File: src/rtl/inst_queue_if.sv
// inst_queue_if: fetch-side push port and decode-side head port of the instruction queue.
interface inst_queue_if #(parameter int PTR_W = 4);
    logic             rdy_in;
    logic             flush;
    logic             push_valid;
    logic [31:0]      push_ins;
    logic [31:0]      push_pc;
    logic [31:0]      push_pred_pc;
    logic             iq_full;
    logic             decode_flag;
    logic [31:0]      ins;
    logic [31:0]      ins_pc;
    logic [31:0]      ins_pred_pc;
    logic             decode_ok;
    logic [PTR_W:0]   count;
    modport master (
        output rdy_in, flush, push_valid, push_ins, push_pc, push_pred_pc, decode_ok,
        input  iq_full, decode_flag, ins, ins_pc, ins_pred_pc, count
    );
    modport slave (
        input  rdy_in, flush, push_valid, push_ins, push_pc, push_pred_pc, decode_ok,
        output iq_full, decode_flag, ins, ins_pc, ins_pred_pc, count
    );
endinterface

File: src/rtl/inst_queue.sv
// inst_queue: circular instruction FIFO between fetch and decode with flush rollback.
module inst_queue #(
    parameter int DEPTH = 16,
    parameter int PTR_W = 4
) (
    input logic          clk_in,
    input logic          rst_n,
    inst_queue_if.slave  bus
);
    logic [95:0]      r_mem [DEPTH];
    logic [PTR_W-1:0] r_head, r_tail;
    logic [PTR_W:0]   r_count;
    logic             w_push, w_pop;
    assign bus.count       = r_count;
    assign bus.iq_full     = r_count == (PTR_W+1)'(DEPTH);
    assign bus.decode_flag = (r_count != '0) && bus.rdy_in && !bus.flush;
    assign {bus.ins, bus.ins_pc, bus.ins_pred_pc} = r_mem[r_head];
    // Full is taken from the registered count, so a same-cycle pop never frees a slot for a push.
    assign w_push = bus.push_valid && !bus.iq_full && bus.rdy_in && !bus.flush;
    assign w_pop  = bus.decode_flag && bus.decode_ok;
    always_ff @(posedge clk_in or negedge rst_n) begin
        if (!rst_n) begin
            r_head  <= '0;
            r_tail  <= '0;
            r_count <= '0;
        end else if (bus.rdy_in && bus.flush) begin
            r_head  <= '0;
            r_tail  <= '0;
            r_count <= '0;
        end else begin
            if (w_push) r_tail <= r_tail + PTR_W'(1);
            if (w_pop)  r_head <= r_head + PTR_W'(1);
            r_count <= r_count + (PTR_W+1)'(w_push) - (PTR_W+1)'(w_pop);
        end
    end
    always_ff @(posedge clk_in) begin
        if (w_push) r_mem[r_tail] <= {bus.push_ins, bus.push_pc, bus.push_pred_pc};
    end
endmodule

File: src/flat_wrapper.sv
// flat-port wrapper written by rule: the top's interface ports become plain ports
module inst_queue_flat 
#(
    parameter int DEPTH = 16,
    parameter int PTR_W = 4
)
  (clk_in, rst_n, bus_rdy_in, bus_flush, bus_push_valid, bus_push_ins, bus_push_pc, bus_push_pred_pc, bus_decode_ok, bus_iq_full, bus_decode_flag, bus_ins, bus_ins_pc, bus_ins_pred_pc, bus_count);
  inst_queue_if #(.PTR_W(PTR_W)) bus_i ();
  input logic clk_in;
  input logic rst_n;
  input wire logic [$bits(bus_i.rdy_in)-1:0] bus_rdy_in;
  input wire logic [$bits(bus_i.flush)-1:0] bus_flush;
  input wire logic [$bits(bus_i.push_valid)-1:0] bus_push_valid;
  input wire logic [$bits(bus_i.push_ins)-1:0] bus_push_ins;
  input wire logic [$bits(bus_i.push_pc)-1:0] bus_push_pc;
  input wire logic [$bits(bus_i.push_pred_pc)-1:0] bus_push_pred_pc;
  input wire logic [$bits(bus_i.decode_ok)-1:0] bus_decode_ok;
  output wire logic [$bits(bus_i.iq_full)-1:0] bus_iq_full;
  output wire logic [$bits(bus_i.decode_flag)-1:0] bus_decode_flag;
  output wire logic [$bits(bus_i.ins)-1:0] bus_ins;
  output wire logic [$bits(bus_i.ins_pc)-1:0] bus_ins_pc;
  output wire logic [$bits(bus_i.ins_pred_pc)-1:0] bus_ins_pred_pc;
  output wire logic [$bits(bus_i.count)-1:0] bus_count;
  assign bus_i.rdy_in = bus_rdy_in;
  assign bus_i.flush = bus_flush;
  assign bus_i.push_valid = bus_push_valid;
  assign bus_i.push_ins = bus_push_ins;
  assign bus_i.push_pc = bus_push_pc;
  assign bus_i.push_pred_pc = bus_push_pred_pc;
  assign bus_i.decode_ok = bus_decode_ok;
  assign bus_iq_full = bus_i.iq_full;
  assign bus_decode_flag = bus_i.decode_flag;
  assign bus_ins = bus_i.ins;
  assign bus_ins_pc = bus_i.ins_pc;
  assign bus_ins_pred_pc = bus_i.ins_pred_pc;
  assign bus_count = bus_i.count;
  inst_queue #(.DEPTH(DEPTH), .PTR_W(PTR_W)) u_core (.clk_in(clk_in), .rst_n(rst_n), .bus(bus_i));
endmodule
File: config.mk
export PLATFORM = sky130hd
export DESIGN_NAME = inst_queue_flat
export DESIGN_NICKNAME = d
export VERILOG_FILES = /design/src/rtl/inst_queue_if.sv /design/src/rtl/inst_queue.sv /design/src/flat_wrapper.sv
export SDC_FILE = /design/constraint.sdc
export NUM_CORES = 1
export LEC_CHECK = 0
export ABC_AREA = 1
export BUFFER_PORTS_ARGS = -buffer_cell sky130_fd_sc_hd__buf_2
export CAP_MARGIN = 15
export CORE_UTILIZATION = 25
export CTS_CLUSTER_SIZE = 24
export DETAILED_ROUTE_END_ITERATION = 8
export PLACE_DENSITY_LB_ADDON = 0.15
export SYNTH_ARGS = -nofsm -noshare
export SYNTH_HDL_FRONTEND = slang
export SYNTH_SLANG_ARGS = --single-unit
File: constraint.sdc
create_clock -name clk_in -period 7.4 [get_ports clk_in]
set_input_delay 0.37 -clock clk_in [delete_from_list [all_inputs] [get_ports clk_in]]
set_output_delay 0.37 -clock clk_in [all_outputs]
set_load 0.005 [all_outputs]
* Yosys cells after proc, flatten, opt, wreduce, memory -nomap -nowiden *
Memories as Yosys holds them, arrays and structs flattened.
Cells that the tools add are included.

word-level totals
  register bits after elaboration = 13
  RAM bits = 1536
  input bits = 102
  output and inout port bits = 103
  logic and storage cells = 28
  memories = 1

memories
  name          words  bits a word  read ports  clocked after memory_dff  wr ports  line              RTL
  u_core.r_mem  16     96           1           0                         1         inst_queue.sv:10  logic [95:0] r_mem [DEPTH];

cells by class
  add/subtract/negate cells = 4
  equal/unequal tests = 1
  mux-type cells = 7
  reductions and logical operators = 12

operators by type and width
  cell                 number
  $mux 4               4
  $add 4x1->4 const B  2
  $logic_and 1x1->1    7
  $add 5x1->5          1
  $eq 5x5->1 const B   1
  $mux 5               1
  $reduce_bool 5->1    1
  $sub 5x1->5          1
  $reduce_bool 2->1    2
  $logic_not 1->1      2
  $mux 1               2

* Logic depth before layout (Yosys ltp) *
  depth after elaboration = 8
  mapped depth = 17
  mapped depth without buffers = 17

* Worst setup path after synthesis *
No wires, ideal clock.

  path type = register to register
  start point = register u_core.r_count[2], in the netlist u_core.bus.count[2]
  end point = memory u_core.r_mem[0][0], enable pin
  library setup time = 0.551 ns
  arrival time = 5.193 ns
  required time = 6.849 ns
  setup slack = 1.655 ns
  stages on the path, launching flop included = 8
  buffers on the path = 0
  clock period less this slack = 5.745 ns
  cell sequence = dfrtp_1 -> inv_1 -> ha_1 -> nand4_1 -> nand3_1 -> inv_1 -> nand2_1 -> nor2_1

on the way
  word-level cells in the longest chain between the ends = 7

RTL lines
  item                             line              RTL
  from (decl)                      inst_queue.sv:12  logic [PTR_W:0] r_count;
  from (signal assigned)           inst_queue.sv:33  r_count <= r_count + (PTR_W+1)'(w_push) - (PTR_W+1)'(w_pop);
  $eq 5x5->1                       inst_queue.sv:15  assign bus.iq_full = r_count == (PTR_W+1)'(DEPTH);
  $logic_not 1->1                  inst_queue.sv:19  assign w_push = bus.push_valid && !bus.iq_full && bus.rdy_in && !bus.flush;
  $logic_and 1x1->1 (3 in series)  inst_queue.sv:19
  $mux 1                           inst_queue.sv:37  if (w_push) r_mem[r_tail] <= {bus.push_ins, bus.push_pc, bus.push_pred_pc};
  $mux 1 (not written as such)     inst_queue.sv:37
  to (decl)                        inst_queue.sv:10

Every way passes these cells.

* Final worst setup path *
  start point = register u_core.r_head[0]
  end point = output port bus_ins[23]

on the way
  word-level cells in the longest chain between the ends = 1

RTL lines
  item                    line                RTL
  from (decl)             inst_queue.sv:11    logic [PTR_W-1:0] r_head, r_tail;
  from (signal assigned)  inst_queue.sv:32    if (w_pop) r_head <= r_head + PTR_W'(1);
  $mem_v2 16x96           n/a
  to (decl)               flat_wrapper.sv:20  output wire logic [$bits(bus_i.ins)-1:0] bus_ins;

Every way passes these cells.

==> out/results.tsv <==
metric	value	unit
outcome	finished clean	
fin_total_pwr	24.0	mW
seq_area_frac_synth	70.0	%
routedWlPerCell	20.0	um
syn_area	66400	sq um
synth_top_area_cell	edfxtp_1	
syn_area_per_cell	10.5	sq um
setup_tns	0	ns
yosysMostFrequentCell	nand2_1	
finalMaxSlewViolations	0	
port_buffers	204	
holdWs	0.0804	ns
synthTopCellsByCount	2045 x nand2_1, 1536 x edfxtp_1, 1178 x inv_1	
antenna_found_initial	24	
ys_types	21	
slowest_delay	1.01	ns
die_w	517	um
place_ws	3.15	ns
clock-sinks	1549	
post-route-period-util	68.7	%
synth-main-ff-cell	edfxtp_1	
worst_slew_pin_slew	1.15	ns
wl	203000	um
pwr_density_cell	309	nW/um^2
overflow	0	
cts.clk_slew.worst_paths	0.06	ns
grt_max_degree	172	
nNetsFinal	6650	
cts_resized	0	
critPathKind	reg -> out	
dp_hpwl	93800	um
hold_path_class	in -> reg	
path_buf_inv	3	
critical_path_required	7.03	ns
vias_per_cell	4.21	
antenna_left	0	
die_h	517	um
syn_nets	6425	
clk_latency	0.83	ns
grt_usage	15.2	%
via_count	42907	
min_to	u_core.r_tail[2]	
post-place-cells	9766	
finalHoldViolCount	0	
synth-seq-cells	1549	
crit_path_start	u_core.r_head[0]	
yosysTopAreaCellShare	69.5	%
reg2reg_from	u_core.bus.count[3]	
worstPathMaxFanout	70	
gp_congestion	0.705	
async_reset_ff_share	0.839	%
htreeDepth	4	
fin_crit	5.09	ns
crit_slowest_cell	dfrtp_4	
initial_core_util	25.2	%
r2r-end	u_core.r_mem[5][25]	
finalClockSkew	0.0582	ns
final_layout_size_suffix_gt1_share	7.66	%
finalNonFillerCells	10194	
floorplan.rows	188	
initialDrtViolationCount	2630	
end_kind	output pin	
relSlewSlack	23.3	%
drcViolationCount	0	
rsz0062_at_grt	no	
grt_pass1_vias	42134	
tritoncts	done	
leakage	32.0	nW
maxCapViolations	0	
yosysWarnings	0	
area_growth_syn_to_layout	16.8	%
max_freq	0.197	GHz
arrival	4.72	ns
min_path_cells	4	
setup_viol	0	
syn-instance-count	6311	
crit_top_cell	nand2_1	
synth_enable_flop_cells	1536	
ir_drop	0.000234	V
cp_top_family	buffers and inverters	
r2r_cells	8	
hold_start	bus_flush	
ys_top_cells_by_area	edfxtp_1 70%, nand2_1 12%, nand3_1 8.8%	
setup_ws	2.31	ns
cts_buffers	184	
die_area	268000	sq um
r2r_setup_slack	3.66	ns
ios	205	
root_buffer	clkbuf_16	
core_area	263000	sq um
start_kind	flop	
grt_pass1_wl	297000	um
dr.pass1.iters	5	
clk_path_buf_depth	3	
cp_cell_sequence	buf_4 -> buf_4 -> nand2_1 -> nand2_1 -> nand2_1 -> nand3_1 -> nand3_1 -> nand2_1 -> buf_2	
==> sequential cells by signal, summed over array words and instances (netlist names) <==
register          flops
u_core.r_mem       1536
u_core.bus.count      5
u_core.r_head         4
u_core.r_tail         4
==> placed cells by master, fill, tap and decap left out, types with 2 or more instances in the layout <==
cell type      netlist  final
nand2_1           2045   2045
edfxtp_1          1536   1536
inv_1             1178   1177
nand3_1           1164   1164
buf_2              151    204
clkbuf_16            0    186
dlygate4sd3_1        0     99
clkbuf_1            77     56
clkinv_1             1     41
buf_4               58     38
buf_12               0     19
clkinv_2             0     17
nor2_4               0     16
ha_1                11     11
nor2_1              26     10
dfrtp_1             13      9
bufinv_16            0      7
diode_2              0      6
clkinv_8             0      5
inv_6                0      5
inv_8                0      4
dfrtp_4              0      4
a21oi_1              3      3
xor2_1               3      3
o21ai_0              3      3
nand4_1              2      2
xnor2_1              2      2
clkinvlp_4           0      2
clkinv_16            0      2
==> where the power goes <==
group          switching [mW]  total (mW)  internal (mW)
sequential              0.146        9.89           9.75
combinational            3.95        5.54           1.59
clock                    3.68        8.53           4.85
==> area by class of cell <==
cell class	instances	area, sq um
timing repair buffer	360	2680
clock buffer	242	4860
sequential	1549	46500
tap	3515	4400
inverter	1181	4460
multi-input combinational	3260	14000
clock inverter	81	678
fill	27126	186000
antenna	6	15.0
==> layer usage <==
metal,track usage [%],wire [um]
met1,19.5,91700
met2,26.8,102000
met3,2.15,6760
met4,3.29,3410
met5,0,58
==> worst max path at each step <==
stage / to / slack, ns / depth (start not counted)
6_report: bus_ins[23] / 2.31 / 9
5_1_grt: bus_ins[23] / 2.05 / 9
4_1_cts: bus_ins[23] / 2.19 / 9
3_5_place_dp: bus_ins[23] / 3.15 / 9
3_3_place_gp: bus_ins[23] / 3.16 / 9
2_1_floorplan: u_core.r_mem[0][0] / 1.66 / 7
==> per-stage QoR <==
step | area, sq um | util, %
floorplan | 66400 | -
global placement | 71000 | 27.0
detailed placement | 71000 | 27.0
CTS | 77500 | 29.4
global route | 77500 | 29.4
finish | 77500 | 29.5
==> cells by family after synthesis <==
group,count (synthesis),share of synthesized area [%]
flip-flops,1549,70.0
buffers and inverters,1502,9.15
AO/OA/AOI/OAI,6,0.0452
AND/OR/NAND/NOR,3237,20.5
XOR/XNOR,5,0.0660
adder cells (fa/ha/maj),12,0.238
==> worst register-to-register path, stage by stage (launching register included) <==
cell	delay, ns
dfrtp_1	0.38
inv_1	0.07
ha_1	0.20
nand4_1	0.12
nand3_1	0.23
inv_1	0.25
nand2_1	0.29
nor2_4	0.89
buf_4	0.81
==> repair_timing <==
item | CTS | global route
hold buffers | 99 | 0
hold endpoints to repair | 1552 | 0
setup buffers | 0 | 0
Power figures use the tool's default switching activity.
